### config.mk
export PLATFORM = sky130hd
export DESIGN_NAME = grf_wport_arbiter
export DESIGN_NICKNAME = d
export VERILOG_FILES = /design/src/rtl/grf_wport_arbiter.sv
export SDC_FILE = /design/constraint.sdc
export NUM_CORES = 1
export LEC_CHECK = 0
export CAP_MARGIN = 0
export CELL_PAD_IN_SITES_DETAIL_PLACEMENT = 1
export CELL_PAD_IN_SITES_GLOBAL_PLACEMENT = 2
export CORE_ASPECT_RATIO = 0.8
export CORE_MARGIN = 3
export CORE_UTILIZATION = 30
export DETAILED_ROUTE_END_ITERATION = 6
export DONT_BUFFER_PORTS = 1
export PLACE_DENSITY_LB_ADDON = 0.08
export SETUP_SLACK_MARGIN = 0.02
export SLEW_MARGIN = 20
export SYNTH_ARGS = -nofsm -noshare
export SYNTH_HDL_FRONTEND = slang
export SYNTH_SLANG_ARGS = --single-unit
### constraint.sdc
create_clock -name clk -period 4.8 [get_ports clk]
set_clock_uncertainty 0.1 [all_clocks]
set_input_delay 0.96 -clock clk [delete_from_list [all_inputs] [get_ports clk]]
set_output_delay 0.96 -clock clk [all_outputs]
set_load 0.01 [all_outputs]
### src/rtl/grf_wport_arbiter.sv
// GRF write-port arbiter: writeback wins, MD writes bypass or queue.
// Queued MD writes drain in idle cycles; long waits raise stall_req_o.
module grf_wport_arbiter #(
   parameter int unsigned DEPTH        = 2,
   parameter int unsigned STARVE_LIMIT = 4
) (
   input  logic        clk,
   input  logic        reset,
   input  logic        wb_valid_i,
   input  logic [4:0]  wb_addr_i,
   input  logic [31:0] wb_data_i,
   input  logic [31:0] wb_pc_i,
   input  logic        md_valid_i,
   output logic        md_ready_o,
   input  logic [4:0]  md_addr_i,
   input  logic [31:0] md_data_i,
   input  logic [31:0] md_pc_i,
   output logic        grf_we_o,
   output logic [4:0]  grf_a3_o,
   output logic [31:0] grf_wd_o,
   output logic [31:0] grf_pc_o,
   input  logic [4:0]  q_a1_i,
   input  logic [4:0]  q_a2_i,
   output logic        q_hit1_o,
   output logic        q_hit2_o,
   output logic        stall_req_o
);

   localparam int unsigned PW = (DEPTH > 1) ? $clog2(DEPTH) : 1;
   localparam int unsigned CW = $clog2(DEPTH + 1);
   localparam int unsigned SW = $clog2(STARVE_LIMIT + 1);

   typedef struct packed {
      logic [4:0]  addr;
      logic [31:0] data;
      logic [31:0] pc;
   } ent_t;

   ent_t             mem_q [DEPTH];
   logic [DEPTH-1:0] vld_q;
   logic [PW-1:0]    rd_q, rd_d;
   logic [PW-1:0]    wr_q, wr_d;
   logic [CW-1:0]    cnt_q, cnt_d;
   logic [SW-1:0]    starve_q, starve_d;
   logic             stall_q, stall_d;

   logic empty, full;
   logic wb_req, md_acc;
   logic head_gnt, bypass, push, pop;
   ent_t head, md_ent;

   function automatic logic [PW-1:0] ptr_inc(input logic [PW-1:0] p);
      return (p == PW'(DEPTH - 1)) ? '0 : p + 1'b1;
   endfunction

   assign empty  = (cnt_q == '0);
   assign full   = (cnt_q == CW'(DEPTH));
   assign head   = mem_q[rd_q];
   assign md_ent = '{addr: md_addr_i, data: md_data_i, pc: md_pc_i};

   // No pop credit: a full FIFO refuses even if the head drains now.
   assign md_ready_o = !full && !reset;
   assign md_acc     = md_valid_i && md_ready_o;

   assign wb_req   = wb_valid_i && (wb_addr_i != 5'd0);
   assign head_gnt = !wb_req && !empty;
   assign bypass   = !wb_req && empty && md_acc
                     && (md_addr_i != 5'd0);
   assign push     = md_acc && (md_addr_i != 5'd0) && !bypass;
   assign pop      = head_gnt;

   always_comb begin
      grf_we_o = 1'b0;
      grf_a3_o = '0;
      grf_wd_o = '0;
      grf_pc_o = '0;
      if (wb_req) begin
         grf_we_o = 1'b1;
         grf_a3_o = wb_addr_i;
         grf_wd_o = wb_data_i;
         grf_pc_o = wb_pc_i;
      end else if (!empty) begin
         grf_we_o = 1'b1;
         grf_a3_o = head.addr;
         grf_wd_o = head.data;
         grf_pc_o = head.pc;
      end else if (bypass) begin
         grf_we_o = 1'b1;
         grf_a3_o = md_addr_i;
         grf_wd_o = md_data_i;
         grf_pc_o = md_pc_i;
      end
   end

   always_comb begin
      q_hit1_o = 1'b0;
      q_hit2_o = 1'b0;
      for (int i = 0; i < DEPTH; i++) begin
         if (vld_q[i] && (mem_q[i].addr == q_a1_i))
            q_hit1_o = 1'b1;
         if (vld_q[i] && (mem_q[i].addr == q_a2_i))
            q_hit2_o = 1'b1;
      end
      if (q_a1_i == 5'd0)
         q_hit1_o = 1'b0;
      if (q_a2_i == 5'd0)
         q_hit2_o = 1'b0;
   end

   always_comb begin
      rd_d  = pop  ? ptr_inc(rd_q) : rd_q;
      wr_d  = push ? ptr_inc(wr_q) : wr_q;
      cnt_d = cnt_q;
      unique case ({push, pop})
         2'b10:   cnt_d = cnt_q + 1'b1;
         2'b01:   cnt_d = cnt_q - 1'b1;
         default: cnt_d = cnt_q;
      endcase
   end

   always_comb begin
      starve_d = starve_q;
      if (empty || head_gnt)
         starve_d = '0;
      else if (starve_q != SW'(STARVE_LIMIT))
         starve_d = starve_q + 1'b1;
      stall_d = stall_q || (starve_d == SW'(STARVE_LIMIT));
      if (head_gnt)
         stall_d = 1'b0;
   end

   always_ff @(posedge clk or posedge reset) begin
      if (reset) begin
         vld_q    <= '0;
         rd_q     <= '0;
         wr_q     <= '0;
         cnt_q    <= '0;
         starve_q <= '0;
         stall_q  <= 1'b0;
      end else begin
         if (push)
            vld_q[wr_q] <= 1'b1;
         if (pop)
            vld_q[rd_q] <= 1'b0;
         rd_q     <= rd_d;
         wr_q     <= wr_d;
         cnt_q    <= cnt_d;
         starve_q <= starve_d;
         stall_q  <= stall_d;
      end
   end

   // Payload storage needs no reset; vld_q qualifies every entry.
   always_ff @(posedge clk) begin
      if (push)
         mem_q[wr_q] <= md_ent;
   end

   assign stall_req_o = stall_q;

endmodule

== After elaboration in Yosys (flattened, before gate mapping) ==
Memory sizes are Yosys's and may differ from the RTL's.
Cells that the tools add are included.

* Flip-flop bits (word level): 10
* Latch bits: 0
* Memory bits (writable): 138
* Bits in read-only memories: 0
* Output and inout bits: 74
* Memories kept: 1

{| class="wikitable"
|+ Memories
! name !! depth !! bits a word !! read ports !! clocked after Yosys merged registers in !! write ports !! RTL line !! text
|-
| mem_q || 2 || 69 || 3 || 0 || 1 || 39 || <nowiki>ent_t mem_q [DEPTH];</nowiki>
|}

* Add/sub/neg operators: 5
* Multiply operators: 0
* Div/mod/pow operators: 0
* $lt $le $gt $ge: 4
* Equality and inequality tests: 9
* Shifts and indexed selects: 0
* Mux-type cells: 32
* Bitwise gates (word level): 3
* Reductions and logical operators: 28

{| class="wikitable"
|+ Operator list
! kind !! number
|-
| $mux W32 || 6
|-
| $eq A5 B5 Y1 || 4
|-
| $mux W1 || 16
|-
| $logic_and A1 B1 Y1 || 15
|-
| $mux W5 || 3
|-
| $logic_not A5 Y1 || 2
|-
| $reduce_bool A5 Y1 || 2
|-
| $mux W3 || 2
|-
| $logic_not A1 Y1 || 5
|-
| $eq A2 B2 Y1 const B || 2
|-
| $lt A1 B2 Y1 const B || 2
|-
| $mux W2 || 2
|-
| $pmux W2 S2 || 1
|-
| $add A3 B1 Y3 const B || 1
|-
| $eq A3 B3 Y1 const B || 1
|-
| $ne A3 B3 Y1 const B || 1
|-
| $add A1 B1 Y1 const B || 2
|-
| $add A2 B1 Y2 const B || 1
|-
| $and A2 B2 Y2 || 1
|-
| $demux W1 S1 || 2
|-
| $eq A2 B1 Y1 const B || 1
|-
| $ge A1 B1 Y1 const B || 2
|-
| $logic_not A2 Y1 || 1
|-
| $logic_or A1 B1 Y1 || 2
|-
| other kinds (4) || 4
|}

== Depth between registers and ports, before layout ==
* Depth in word-level cells: 11
* Mapped depth: 9
* Mapped depth without buffers: 7

== Least setup slack after synthesis ==
Ideal clock, no wire load.

* Path kind: input-to-reg
* Start: input wb_addr_i[2]
* End: memory mem_q[0][0] (netlist name) (enable)
* Setup time: 0.497 ns
* Arrival time: 4.496 ns
* Required time: 4.203 ns
* Setup slack: -0.292 ns
* Stages: 6
* Buffers on the path: 2
* Cells stage by stage: or3_4 -> o31a_1 -> buf_6 -> buf_6 -> o211ai_2 -> nor2_1

* Word-level cells in the longest chain between the ends: 10

{| class="wikitable"
|+ Ends and longest elaborated chain
! element !! RTL line !! text
|-
| start, declared || 10 || <nowiki>input logic [4:0] wb_addr_i,</nowiki>
|-
| $reduce_bool A5 Y1 || 65 || <nowiki>assign wb_req = wb_valid_i && (wb_addr_i != 5'd0);</nowiki>
|-
| $logic_and A1 B1 Y1 || 65 ||
|-
| $logic_not A1 Y1 || 67 || <nowiki>assign bypass = !wb_req && empty && md_acc</nowiki>
|-
| $logic_and A1 B1 Y1 (2 in series) || 67 ||
|-
| $logic_and A1 B1 Y1 || 68 || <nowiki>&& (md_addr_i != 5'd0);</nowiki>
|-
| $logic_not A1 Y1 || 69 || <nowiki>assign push = md_acc && (md_addr_i != 5'd0) && !bypass;</nowiki>
|-
| $logic_and A1 B1 Y1 || 69 ||
|-
| $mux W1 || 155 || <nowiki>if (push)</nowiki>
|-
| $mux W1 (not written as such) || 156 || <nowiki>mem_q[wr_q] <= md_ent;</nowiki>
|-
| end, declared || 39 ||
|}

Every way passes these cells.

== Worst setup path after layout ==
* Start: input wb_addr_i[2]
* End: output grf_a3_o[4]

* Word-level cells in the longest chain between the ends: 9

{| class="wikitable"
|+ Ends and longest elaborated chain
! element !! RTL line !! text
|-
| $reduce_bool A5 Y1 (*) || 65 ||
|-
| $logic_and A1 B1 Y1 (*) || 65 ||
|-
| $logic_not A1 Y1 || 67 ||
|-
| $logic_and A1 B1 Y1 (2 in series) || 67 ||
|-
| $logic_and A1 B1 Y1 || 68 ||
|-
| $mux W5 || 87 || <nowiki>end else if (bypass) begin</nowiki>
|-
| $mux W5 || 82 || <nowiki>end else if (!empty) begin</nowiki>
|-
| $mux W5 (*) || 77 || <nowiki>if (wb_req) begin</nowiki>
|-
| end, declared || 19 || <nowiki>output logic [4:0] grf_a3_o,</nowiki>
|}

Every way passes the cells marked *; elsewhere a longest branch is shown, timed or not.

==> results by group <==
Critical path
  – R2R Path Start: cnt_q[1]$_DFFE_PP0P_
  – Crit-path max FO: 68
  – Crit path launch: wb_addr_i[2]
  – WP data required: 3.74 ns
  – Crit path capture: grf_a3_o[4]
  – Endpoint class of the critical path: primary output
  – Worst R2R End: mem_q[1][36]$_DFFE_PP_
  – R2r setup slk: 2.03 ns
  – Worst R2R Path Depth: 5
  – Highest-delay cell along the critical path: nor3_1
  – CP cell instances: or3_4 -> o31a_2 -> buf_4 -> nor3_1 -> a221o_1
  – Critical Path AT: 2.71 ns
  – Worst path max stage delay: 0.48 ns
  – WS Path Type: primary input to primary output
  – Crit start category: primary input

Finish
  – Area Overhead vs Synth: 12.3%
  – Final net count: 627
  – Inserted Diodes: 0
  – Layout cells sized above 1: 10.7%
  – Number of fill cells in the layout: 2328

Run
  – MaxCap Viol Count: 0

Global route
  – Total gr overflow: 0
  – First-pass GRT wire length: 27500 um
  – GRT Util Overall: 14.4%
  – Vias in the first global route: 4600
  – Largest net degree at the start of global routing: 69
  – Antenna violations before repair: 0

Clock tree
  – Num CTS Buffers: 17
  – Worst-skew pair later-pin latency: 0.41 ns
  – Total number of H-tree levels: 4
  – Hold-fix buffer count after cts: 0
  – CTS sink cnt: 148
  – Root buffer cell: clkbuf_16
  – CTS tree: built
  – Max clock buf depth: 2
  – Clock-pin slew on the worst setup and hold paths: 0.07 ns
  – Cts repair resizes: 0
  – Post CTS Setup Buffer Count: 0

Floorplan
  – Width of the chip: 176 um
  – Site row count: 49
  – Die outline height: 142 um
  – Die Area: 0.0251 mm^2
  – Core Region: 0.0226 mm^2
  – I/O pins: 226
  – Starting Density: 30.8%

Logic synthesis
  – Post-synth EDFFs: 138
  – Yosys warnings: 0
  – Top-count cell post-synth: edfxtp_1
  – Synth top area share: 59.6%
  – Leading area contributor after synthesis: edfxtp_1
  – Async S/R FF share, synth: 6.76%
  – Synth area leaders: edfxtp_1, mux2i_1, a221o_1, nor3_1, dfrtp_1
  – Flops & latches, synth: 148
  – Mapped Area: 0.00696 mm^2
  – Register area share after synthesis: 63.2%
  – Instance count of the mapped netlist: 482
  – Top FF cell, synth: edfxtp_1
  – Top post-synthesis cells by count: edfxtp_1, mux2i_1, nor3_1
  – Syn avg cell area: 14.4 um^2
  – Cell variety after synth: 39
  – Net Count, Synth: 637

Drt
  – Final ANT Viol Nets: 0
  – DR vias: 4315
  – Vias/cell: 5.46
  – Iter 0 DRT Violations: 196
  – TritonRoute pass-1 iters: 4
  – Remaining routing DRC violations: 0
  – Routed WL: 18200 um
  – WL/cell: 23.1 um

Timing
  – TNS Setup: 0 ns
  – Hold Slack: 0.325 ns
  – Min cycle time layout: 3.77 ns
  – Max_slew headroom: 49.2%
  – Period utilisation layout: 78.5%
  – Final max-slew violation count: 0
  – Final Setup Violations: 0
  – RSZ-0062 raised after global routing: false
  – Worst-margin pin slew: 0.762 ns
  – Final Hold Vio Count: 0
  – F_max: 0.265 GHz

Run status
  – Status: finished clean

Power and ir drop
  – Pwr/cell area: 547 mW/mm^2
  – Leakage power: 2.67 nW
  – Peak supply drop: 173 uV

Placement
  – IO Port Bufs: 0
  – Placer Congestion: 0.729
  – HPWL after DPL: 12400 um

Hold path
  – Hold WC Path Type: primary input to async pin
==> through the flow <==
step	worst slack, ns	std cells	instance area [um^2]	utilization [%]	total power (W)
2_1_floorplan	0.866	482	6960	-	0.00270
3_3_place_gp	1.06	759	7230	32.0	0.00301
3_5_place_dp	1.09	759	7230	32.0	0.00303
4_1_cts	1.07	790	7810	34.5	0.00435
5_1_grt	0.976	790	7810	34.5	0.00452
6_report	1.03	790	7810	34.5	0.00427
==> how the worst min path moves through the flow <==
stage                              start                    end  cells past startpoint
floorplan           cnt_q[1]$_DFFE_PP0P_   cnt_q[1]$_DFFE_PP0P_                      1
global placement    cnt_q[1]$_DFFE_PP0P_   cnt_q[1]$_DFFE_PP0P_                      1
detailed placement  cnt_q[1]$_DFFE_PP0P_   cnt_q[1]$_DFFE_PP0P_                      1
CTS                                reset  stall_req_o$_DFF_PP0_                      1
global route                       reset  starve_q[2]$_DFF_PP0_                      1
finish                             reset  starve_q[2]$_DFF_PP0_                      1
==> logic make-up (layout without fill, tap and decap cells) <==
family | Yosys count | count (layout) | synth area share (%)
DFF | 148 | 148 | 63.2
adders and majority gates | 3 | 3 | 0.540
xor gates and xnor gates | 25 | 25 | 3.15
muxes | 69 | 69 | 9.93
buffers and inverters | 46 | 48 | 3.65
and+or+nand+nor | 106 | 106 | 7.95
AOI/OAI and AO/OA | 85 | 85 | 11.6
==> registers in the layout, summed over array words and instances, names as in the netlist <==
signal,flops
mem_q,138
starve_q,3
cnt_q,2
vld_q,2
rd_q,1
stall_req_o,1
wr_q,1
==> worst max-delay path, delay by kind of cell <==
family | cells | cell delay (ns)
and+or+nand+nor | 2 | 0.87
AOI/OAI and AO/OA | 2 | 0.55
buffers and inverters | 1 | 0.33
==> cell type report <==
| cell class | instances | area [um^2] | share of cell area, % |
|---|---|---|---|
| timing repair buffer | 10 | 100 | 1.28 |
| inverter | 7 | 26.3 | 0.336 |
| clock inverter | 14 | 153 | 1.95 |
| multi-input combinational | 288 | 2330 | 29.8 |
| clock buffer | 17 | 425 | 5.45 |
| tap | 306 | 383 | 4.90 |
| sequential | 148 | 4400 | 56.3 |
==> placed cells by master, fill, tap and decap left out, types with 3 or more instances in the layout <==
cell / synthesis / routed
nor4_1: 4 / 4
dfrtp_1: 10 / 9
clkbuf_16: 0 / 17
a21oi_1: 7 / 7
ha_1: 3 / 3
clkinv_4: 0 / 4
inv_6: 0 / 4
nand3_1: 5 / 5
nor3_1: 69 / 69
edfxtp_1: 138 / 138
inv_1: 7 / 6
xnor2_1: 7 / 7
buf_4: 0 / 8
a221o_1: 67 / 67
xor2_1: 18 / 18
nor2_1: 13 / 11
mux2i_1: 69 / 69
==> power by group <==
group          leakage [nW]  total, W  internal, W  switching (W)
sequential             1.38   0.00179      0.00161       0.000174
combinational          1.01   0.00119     0.000483       0.000702
clock                 0.276   0.00130     0.000768       0.000533
total                  2.67   0.00427      0.00286        0.00141
==> per-layer routing <==
layer	up-vias	track usage, %	part of all wire (%)
li1	1943	-	-
met1	2181	20.8	48
met2	181	21.2	44
met3	10	4.32	7.4
met4	0	3.75	0.73
met5	-	0	0
(Power assumes the default switching activity.)
